**config.mk**
```make
export PLATFORM = sky130hd
export DESIGN_NAME = fifo_uart_tx
export DESIGN_NICKNAME = d
export VERILOG_FILES = /design/src/rtl/uart_pkg.sv /design/src/rtl/uart_baud_cnt.sv /design/src/rtl/fifo_uart_tx.sv
export SDC_FILE = /design/constraint.sdc
export NUM_CORES = 1
export LEC_CHECK = 0
export ABC_AREA = 1
export ABC_CLOCK_PERIOD_IN_PS = 2200
export CAP_MARGIN = 25
export CORE_UTILIZATION = 57
export CTS_BUF_LIST = sky130_fd_sc_hd__clkbuf_8
export DETAILED_ROUTE_END_ITERATION = 8
export PLACE_DENSITY = 0.82
export SYNTH_ARGS = -nofsm -noshare
export SYNTH_HDL_FRONTEND = slang
export SYNTH_SLANG_ARGS = --single-unit
export TNS_END_PERCENT = 30
```
**constraint.sdc**
```tcl
create_clock -name clk -period 2.2 [get_ports clk]
set_input_delay 0.33 -clock clk [delete_from_list [all_inputs] [get_ports clk]]
set_output_delay 0.33 -clock clk [all_outputs]
set_load 0.01 [all_outputs]
```
**src/rtl/uart_pkg.sv**
```systemverilog
`default_nettype none
// ============================================================================
// Module  : uart_pkg
// Brief   : Shared widths and FSM state encoding for the FIFO-drain UART TX.
// Revision: 1.0
// ============================================================================
package uart_pkg;

    localparam int UART_DATA_W    = 8;
    localparam int UART_STOP_BITS = 1;
    localparam int UART_IDX_W     = $clog2(UART_DATA_W);

    typedef enum logic [2:0] {
        IDLE  = 3'd0,
        FETCH = 3'd1,
        LOAD  = 3'd2,
        START = 3'd3,
        DATA  = 3'd4,
        STOP  = 3'd5
    } uart_state_t;

endpackage
`default_nettype wire

```
**src/rtl/uart_baud_cnt.sv**
```systemverilog
`default_nettype none
// ============================================================================
// Module  : uart_baud_cnt
// Brief   : Bit-period counter; tick marks the last cycle of each bit period.
// Revision: 1.0
// ============================================================================
module uart_baud_cnt #(
    parameter int CLKS_PER_BIT = 16
) (
    input  logic clk,
    input  logic rst,
    input  logic clear,
    output logic tick
);

    localparam int CNT_W = $clog2(CLKS_PER_BIT);
    localparam logic [CNT_W-1:0] c_last = CNT_W'(CLKS_PER_BIT - 1);

    logic [CNT_W-1:0] r_cnt;

    always_ff @(posedge clk or posedge rst) begin
        if (rst) begin
            r_cnt <= '0;
        end else if (clear || tick) begin
            r_cnt <= '0;
        end else begin
            r_cnt <= r_cnt + 1'b1;
        end
    end

    assign tick = (r_cnt == c_last);

endmodule
`default_nettype wire

```
**src/rtl/fifo_uart_tx.sv**
```systemverilog
`default_nettype none
// ============================================================================
// Module  : fifo_uart_tx
// Brief   : Pops bytes from an 8-bit FIFO and sends each as a UART 8N1 frame.
// Revision: 1.0
// ============================================================================
module fifo_uart_tx
    import uart_pkg::*;
#(
    parameter int CLK_HZ       = 125_000_000,
    parameter int BAUD         = 115_200,
    parameter int CLKS_PER_BIT = CLK_HZ / BAUD
) (
    input  logic                   clk,
    input  logic                   rst,
    input  logic                   en,
    input  logic                   fifo_empty,
    input  logic [UART_DATA_W-1:0] fifo_data,
    output logic                   fifo_rd_en,
    output logic                   tx,
    output logic                   busy,
    output logic [15:0]            frame_count
);

    if (CLKS_PER_BIT < 4) begin : g_bad_clks_per_bit
        $error("fifo_uart_tx: CLKS_PER_BIT must be >= 4");
    end

    localparam logic [UART_IDX_W-1:0] c_last_data = UART_IDX_W'(UART_DATA_W - 1);
    localparam logic [UART_IDX_W-1:0] c_last_stop = UART_IDX_W'(UART_STOP_BITS - 1);

    uart_state_t            r_state;
    uart_state_t            w_state_next;
    logic [UART_DATA_W-1:0] r_shift;
    logic [UART_DATA_W-1:0] w_shift_next;
    logic [UART_IDX_W-1:0]  r_bit_idx;
    logic [UART_IDX_W-1:0]  w_bit_idx_next;
    logic                   r_tx;
    logic                   w_tx_next;
    logic                   r_rd_en;
    logic                   w_rd_en_next;
    logic [15:0]            r_frame_count;
    logic [15:0]            w_frame_count_next;
    logic                   w_tick;
    logic                   w_clear;

    // Restart the bit period on every state change; keep it parked while idle.
    assign w_clear = (w_state_next != r_state) || (r_state == IDLE);

    uart_baud_cnt #(
        .CLKS_PER_BIT(CLKS_PER_BIT)
    ) u_baud_cnt (
        .clk  (clk),
        .rst  (rst),
        .clear(w_clear),
        .tick (w_tick)
    );

    always_ff @(posedge clk or posedge rst) begin
        if (rst) begin
            r_state       <= IDLE;
            r_shift       <= '0;
            r_bit_idx     <= '0;
            r_tx          <= 1'b1;
            r_rd_en       <= 1'b0;
            r_frame_count <= '0;
        end else begin
            r_state       <= w_state_next;
            r_shift       <= w_shift_next;
            r_bit_idx     <= w_bit_idx_next;
            r_tx          <= w_tx_next;
            r_rd_en       <= w_rd_en_next;
            r_frame_count <= w_frame_count_next;
        end
    end

    // tx is computed one cycle ahead so the line level lands with the state.
    always_comb begin
        w_state_next       = r_state;
        w_shift_next       = r_shift;
        w_bit_idx_next     = r_bit_idx;
        w_tx_next          = r_tx;
        w_rd_en_next       = 1'b0;
        w_frame_count_next = r_frame_count;
        case (r_state)
            IDLE: begin
                w_tx_next = 1'b1;
                if (en && !fifo_empty) begin
                    w_state_next = FETCH;
                    w_rd_en_next = 1'b1;
                end
            end
            FETCH: begin
                w_state_next = LOAD;
            end
            LOAD: begin
                w_shift_next   = fifo_data;
                w_bit_idx_next = '0;
                w_tx_next      = 1'b0;
                w_state_next   = START;
            end
            START: begin
                if (w_tick) begin
                    w_tx_next    = r_shift[0];
                    w_state_next = DATA;
                end
            end
            DATA: begin
                if (w_tick) begin
                    if (r_bit_idx == c_last_data) begin
                        w_bit_idx_next = '0;
                        w_tx_next      = 1'b1;
                        w_state_next   = STOP;
                    end else begin
                        w_shift_next   = r_shift >> 1;
                        w_tx_next      = r_shift[1];
                        w_bit_idx_next = r_bit_idx + 1'b1;
                    end
                end
            end
            STOP: begin
                if (w_tick) begin
                    if (r_bit_idx == c_last_stop) begin
                        w_bit_idx_next     = '0;
                        w_frame_count_next = r_frame_count + 16'd1;
                        w_state_next       = IDLE;
                    end else begin
                        w_bit_idx_next = r_bit_idx + 1'b1;
                    end
                end
            end
            default: begin
                w_tx_next    = 1'b1;
                w_state_next = IDLE;
            end
        endcase
    end

    assign tx          = r_tx;
    assign fifo_rd_en  = r_rd_en;
    assign busy        = (r_state != IDLE);
    assign frame_count = r_frame_count;

endmodule
`default_nettype wire

```
==> results of run 1 <==
## registers in the layout, indices dropped and copies added (netlist names)
name              flops
frame_count          16
u_baud_cnt.r_cnt     11
r_shift               8
r_bit_idx             3
r_state               3
fifo_rd_en            1
tx                    1
## stage by stage
step / utilization / power [mW]
final: 0.742 / 1.49
after global routing: 0.742 / 1.54
after CTS: 0.742 / 1.50
after detailed placement: 0.711 / 0.865
after global placement: 0.711 / 0.864
after floorplan: - / 0.837
## worst max path at each step
stage	end	slack [ns]	cells past startpoint
after floorplan	u_baud_cnt.r_cnt[8]	0.56	13
after global placement	frame_count[9]	0.35	8
after detailed placement	frame_count[9]	0.28	8
after CTS	frame_count[9]	0.26	8
after global routing	frame_count[10]	0.04	8
final	frame_count[9]	0.24	8
## routing by layer
layer  wire, µm  vias up  GRT usage
met5          0        -          0
met1       2280      928      0.344
li1           -      943          -
met2       2330       50      0.409
met3        224        5     0.0672
met4         43        0     0.0798
## area by class of cell
class                   instances  area [µm²]  share of cell area
clock inverters                 2        35.0              0.0124
well taps                      48        60.1              0.0213
clock buffers                   6        82.6              0.0293
repair buffers                 32         315               0.112
inverters                      38         143              0.0506
multi-input cells             189        1110               0.392
flip-flops and latches         43        1080               0.382
## critical path: stages (launching register included)
cell,delay (ns)
dfrtp_1,0.46
inv_1,0.12
ha_1,0.17
nand3_1,0.09
nor2_2,0.15
nand3_2,0.13
nor2_2,0.39
nand4_1,0.17
xor2_1,0.17
## synthesized netlist by cell type, drive strengths merged
library cell / n / area, µm²
ha: 6 / 75.1
xor2: 15 / 131
dfstp: 1 / 26.3
nand3: 14 / 87.6
buf: 3 / 23.8
nand3b: 2 / 15.0
o21ai: 13 / 68.8
dfrtp: 42 / 1050
nand2: 60 / 245
inv: 38 / 143
o2111a: 1 / 11.3
nor2: 37 / 184
xnor2: 8 / 70.1
nor3b: 1 / 12.5
a21oi: 6 / 45.1
o21a: 1 / 7.51
o31ai: 3 / 22.5
o211ai: 3 / 22.5
nor3: 9 / 45.0
nand4: 10 / 62.6
## power groups by stage
stage	sequential, mW	combinational (mW)	clock (mW)
detailed placement	0.816	0.0489	0
global route	0.801	0.0541	0.689
CTS	0.800	0.0492	0.650
global placement	0.816	0.0481	0
floorplan	0.815	0.0218	0
finish	0.800	0.0473	0.646
## cell families after synthesis
kind of cell	count (synthesis)	synth area share
compound gates	27	0.0756
xor+xnor	23	0.0857
fa+ha+maj	6	0.0319
buf+inv	41	0.0708
flops	43	0.458
simple gates	133	0.277
==> results.md, run 1 <==
- R2R cell count: 8
- Max cap viols: 0
- Clk pwr share: 0.433
- Hold WC Path Type: input pin to asynchronous set/reset pin
- Drt pass-1 iters: 4
- Global-route wire length before repair: approximately 8400 µm
- Antenna Cells: 0
- Cell area after layout: 2820 µm²
- Fin. Hold Viols: 0
- Pin count of the biggest net entering global routing: 44
- Outcome: finished, final reports clean
- Sum Neg Setup Slack: 0 ns
- WP data arrival: between 2 and 2.5 ns
- Slew Viols, Final: 0
- Vias per cell: ~5.4
- Filler Cells Inserted: just under 300
- Number of core rows: 22
- R2r endpoint: frame_count[9]
- Num Clock Sinks: 43
- Longest Clk Path Bufs: 2
- Post-synthesis register bit count: 43
- Pre-CTS setup slack: 0.282 ns
- Post-Route WL: around 4900 µm
- Top-level I/O count: 31
- Clk_lat worst skew: 0.30 ns
- RSZ-0062 raised after global routing: no
- Switch share: 0.204
- # Post-CTS Setup Buffers: 0
- Post-synthesis cell area: around 2300 µm²
- Max frequency: about 0.51 GHz
- Synth Warn #: 0
- CTS root buffer: clkbuf_8
- Nets: 327
- Initial Util: 0.619
- Syn Nets: 291
- Crit path required time: between 2 and 2.5 ns
- GRT Resource Usage Total: 0.258
- Yosys cell types: 31
- Num CTS Buffers: 5
- Initial DRC Count: between 200 and 250
- Fin Hold WS: 0.466 ns
- CTS tree: yes
- ANT nets after route: 0
- Post-Synthesis Cells: 273
- Peak VDD IR: around 0.42 mV
- WS Path Type: register to register
- Die area: around 4400 µm²
- Cell Int Power: between 1 and 1.5 mW
- Die width: ~66 µm
- Setup ws final: 0.244 ns
- Clk pin slew, worst setup/hold paths: around 0.080 ns
- Via Count: approximately 1900
- Critical R2R Launch: u_baud_cnt.r_cnt[0]
- Vias in the first global route: ~1900
- Max_slew headroom: 0.650
- GRT Residual Overflow: 0
- Worst-path fanout max: 11
- Crit path launch type: register
- PD cells: about 530 nW/µm²
- Post-DP Area: 2700 µm²
- Clock Skew: roughly 0.0084 ns
- Die height: approximately 66 µm
- Leakage: roughly 1.3 nW
- Sequential share of the synthesized area: 0.458
- Core area: roughly 3800 µm²
- Crit. Startpoint: u_baud_cnt.r_cnt[0]
- Post-route insts no fill: 358
- Most common cell after layout, fill and taps aside: nand2_1
- Routed len/inst: 13.6 µm
- Port bufs: 30
- Setup crit end kind: register
- Placed cell count: between 300 and 400
- Period utilization: 0.889
- Hold buffer count at CTS: 0
- DP HPWL: roughly 3400 µm
- Post-CTS sizing: 0
- NetSw: between 0.3 and 0.4 mW
- Reg power frac: 0.536
- Syn avg cell area: between 8 and 9 µm²
- H-tree depth: 2
- DRC: 0
- R2R setup slack: around 0.24 ns
- Combinational Power Share: 0.032
- Most frequent cells in the layout: 52 x nand2_1, 42 x dfrtp_1, 31 x inv_1, 30 x clkdlybuf4s50_1, 23 x nor2_1
- Fin crit period: 1.96 ns
- Layout cells sized above 1: 0.148
- P&R area growth vs syn: 20.0%
- Final RePlAce weighted congestion: between 0.8 and 0.9
- Final setup viols: 0
- Initial antenna violation count: 0
- Worst-margin pin slew: roughly 0.53 ns
Power figures use the tool's default switching activity.
==> run 2: changes to the inputs <==
- SLEW_MARGIN: unset -> 20
==> results of run 2 <==
Same layout as run 1: the final DEF is identical, and so are final timing and power.
==> run 3: changes to the inputs <==
- ABC_CLOCK_PERIOD_IN_PS: 2200 -> 2100
- CORE_MARGIN: unset -> 1
- clock period: 2.2 -> 2.1 ns (I/O delays scaled with it)
==> run 3 against run 2 <==
Power down 7.1%. Wire length down 7.8%. Combinational power up 4.7%. Via count down 3.1%. Hold slack worse by 0.025 ns. Non-clock buffer count unchanged.
==> results.md, run 3 (same netlist as run 1, synthesis figures left out) <==
- Max reg flops: 16
- Cell Int Power: 1.09 mW
- WS Path Type: register to register
- Clk pwr share: 0.360
- DP HPWL: about 3400 µm
- Clk_lat worst skew: roughly 0.29 ns
- RSZ-0062 raised after global routing: no
- Initial DRC Count: 122
- Post-CTS sizing: 0
- Most frequent cells in the layout: 52 x nand2_1, 42 x dfrtp_1, 32 x inv_1, 30 x clkdlybuf4s50_1, 23 x nor2_1
- WP data arrival: ~2.1 ns
- Port bufs: 30
- Max_slew headroom: 0.655
- Vias in the first global route: ~1800
- Clock Skew: a little over 0.006 ns
- CTS tree: yes
- NetSw: between 0.3 and 0.4 mW
- Initial antenna violation count: 0
- Global-route wire length before repair: 7820 µm
- CTS root buffer: clkbuf_8
- Critical R2R Launch: u_baud_cnt.r_cnt[0]
- Longest Clk Path Bufs: 2
- Fin Hold WS: 0.441 ns
- P&R area growth vs syn: 18.6%
- DRC: 0
- H-tree depth: 2
- Max frequency: ~0.52 GHz
- Initial Util: 0.619
- Hold buffer count at CTS: 0
- Crit. Startpoint: u_baud_cnt.r_cnt[0]
- Clk pin slew, worst setup/hold paths: around 0.080 ns
- Worst-margin pin slew: approximately 0.52 ns
- GRT Resource Usage Total: 0.239
- Slew Viols, Final: 0
- # Post-CTS Setup Buffers: 0
- Pin count of the biggest net entering global routing: between 40 and 50
- Crit path required time: between 2 and 2.5 ns
- Core area: between 3000 and 4000 µm²
- Final RePlAce weighted congestion: ~0.9
- Most common cell after layout, fill and taps aside: nand2_1
- PD cells: around 500 nW/µm²
- Die area: around 4400 µm²
- Setup crit end kind: register
- R2R setup slack: between 0.15 and 0.2 ns
- Period utilization: 0.922
- Nets: about 330
- Switch share: 0.216
- Num CTS Buffers: 5
- Outcome: finished, final reports clean
- Number of core rows: 22
- Post-Route WL: ~4500 µm
- Hold WC Path Type: input pin to asynchronous set/reset pin
- Vias per cell: 5.22
- Routed len/inst: ~13 µm
- Crit path launch type: register
- Max cap viols: 0
- ANT nets after route: 0
- Via Count: 1867
- Die width: around 66 µm
- Layout cells sized above 1: 0.145
- Combinational Power Share: 0.036
- Fin. Hold Viols: 0
- Sum Neg Setup Slack: 0 ns
- Num Clock Sinks: 43
- Fin crit period: ~1.9 ns
- Peak VDD IR: around 0.48 mV
- Reg power frac: 0.604
- Leakage: 1.26 nW
- Final setup viols: 0
- Die height: between 60 and 70 µm
- Filler Cells Inserted: roughly 300
- GRT Residual Overflow: 0
- Drt pass-1 iters: 4
- Antenna Cells: 0
- Worst-path fanout max: 11
- Top-level I/O count: 31
[run 3: metrics by stage]
step	instance area, µm²	setup slack, ns	instances	utilization	total power [mW]
after global placement	2700	0.255	350	0.711	0.905
after detailed placement	2700	0.191	350	0.711	0.906
after floorplan	2350	0.463	273	-	0.877
after CTS	2790	0.165	358	0.734	1.41
after global routing	2790	0.00973	358	0.734	1.45
final	2790	0.164	358	0.734	1.39
[run 3: final timing paths]
| kind | depth (start not counted) | endpoint |
|---|---|---|
| max in group asynchronous | 3 | tx |
| worst max-delay path | 8 | frame_count[6] |
| min in group clk | 2 | r_shift[7] |
| worst max register to register | 8 | frame_count[6] |
| worst min register to register | 2 | r_shift[7] |
| worst min-delay path | 3 | frame_count[1] |
[run 3: area by class of cell]
class	count	area (µm²)	area share
clock buffer	5	68.8	0.0247
clock inverter	3	16.3	0.00584
inverter	38	143	0.0512
multi-input combinational	189	1110	0.397
sequential	43	1080	0.387
tap	48	60.1	0.0216
timing repair buffer	32	315	0.113
[run 3: critical path: stages, from the launching register on]
cell and delay (ns):
dfrtp_1 0.46, inv_1 0.11, ha_1 0.16, nand3_1 0.09, nor2_2 0.15, nand3_2 0.13, nor2_2 0.38, nand4_1 0.18
xnor2_1 0.16
[run 3: power groups by stage]
stage / Sequential, mW / Clock [mW] / Combinational (mW)
after floorplan: 0.854 / 0 / 0.0228
after detailed placement: 0.855 / 0 / 0.0512
after CTS: 0.838 / 0.525 / 0.0514
after global placement: 0.855 / 0 / 0.0503
after global routing: 0.839 / 0.552 / 0.0566
final: 0.838 / 0.500 / 0.0495
[run 3: per-layer routing]
metal | GRT usage | up-vias | part of all wire
li1 | - | 947 | -
met1 | 0.303 | 883 | 0.48
met2 | 0.404 | 33 | 0.47
met3 | 0.0500 | 4 | 0.036
met4 | 0.0824 | 0 | 0.0078
met5 | 0 | - | 0
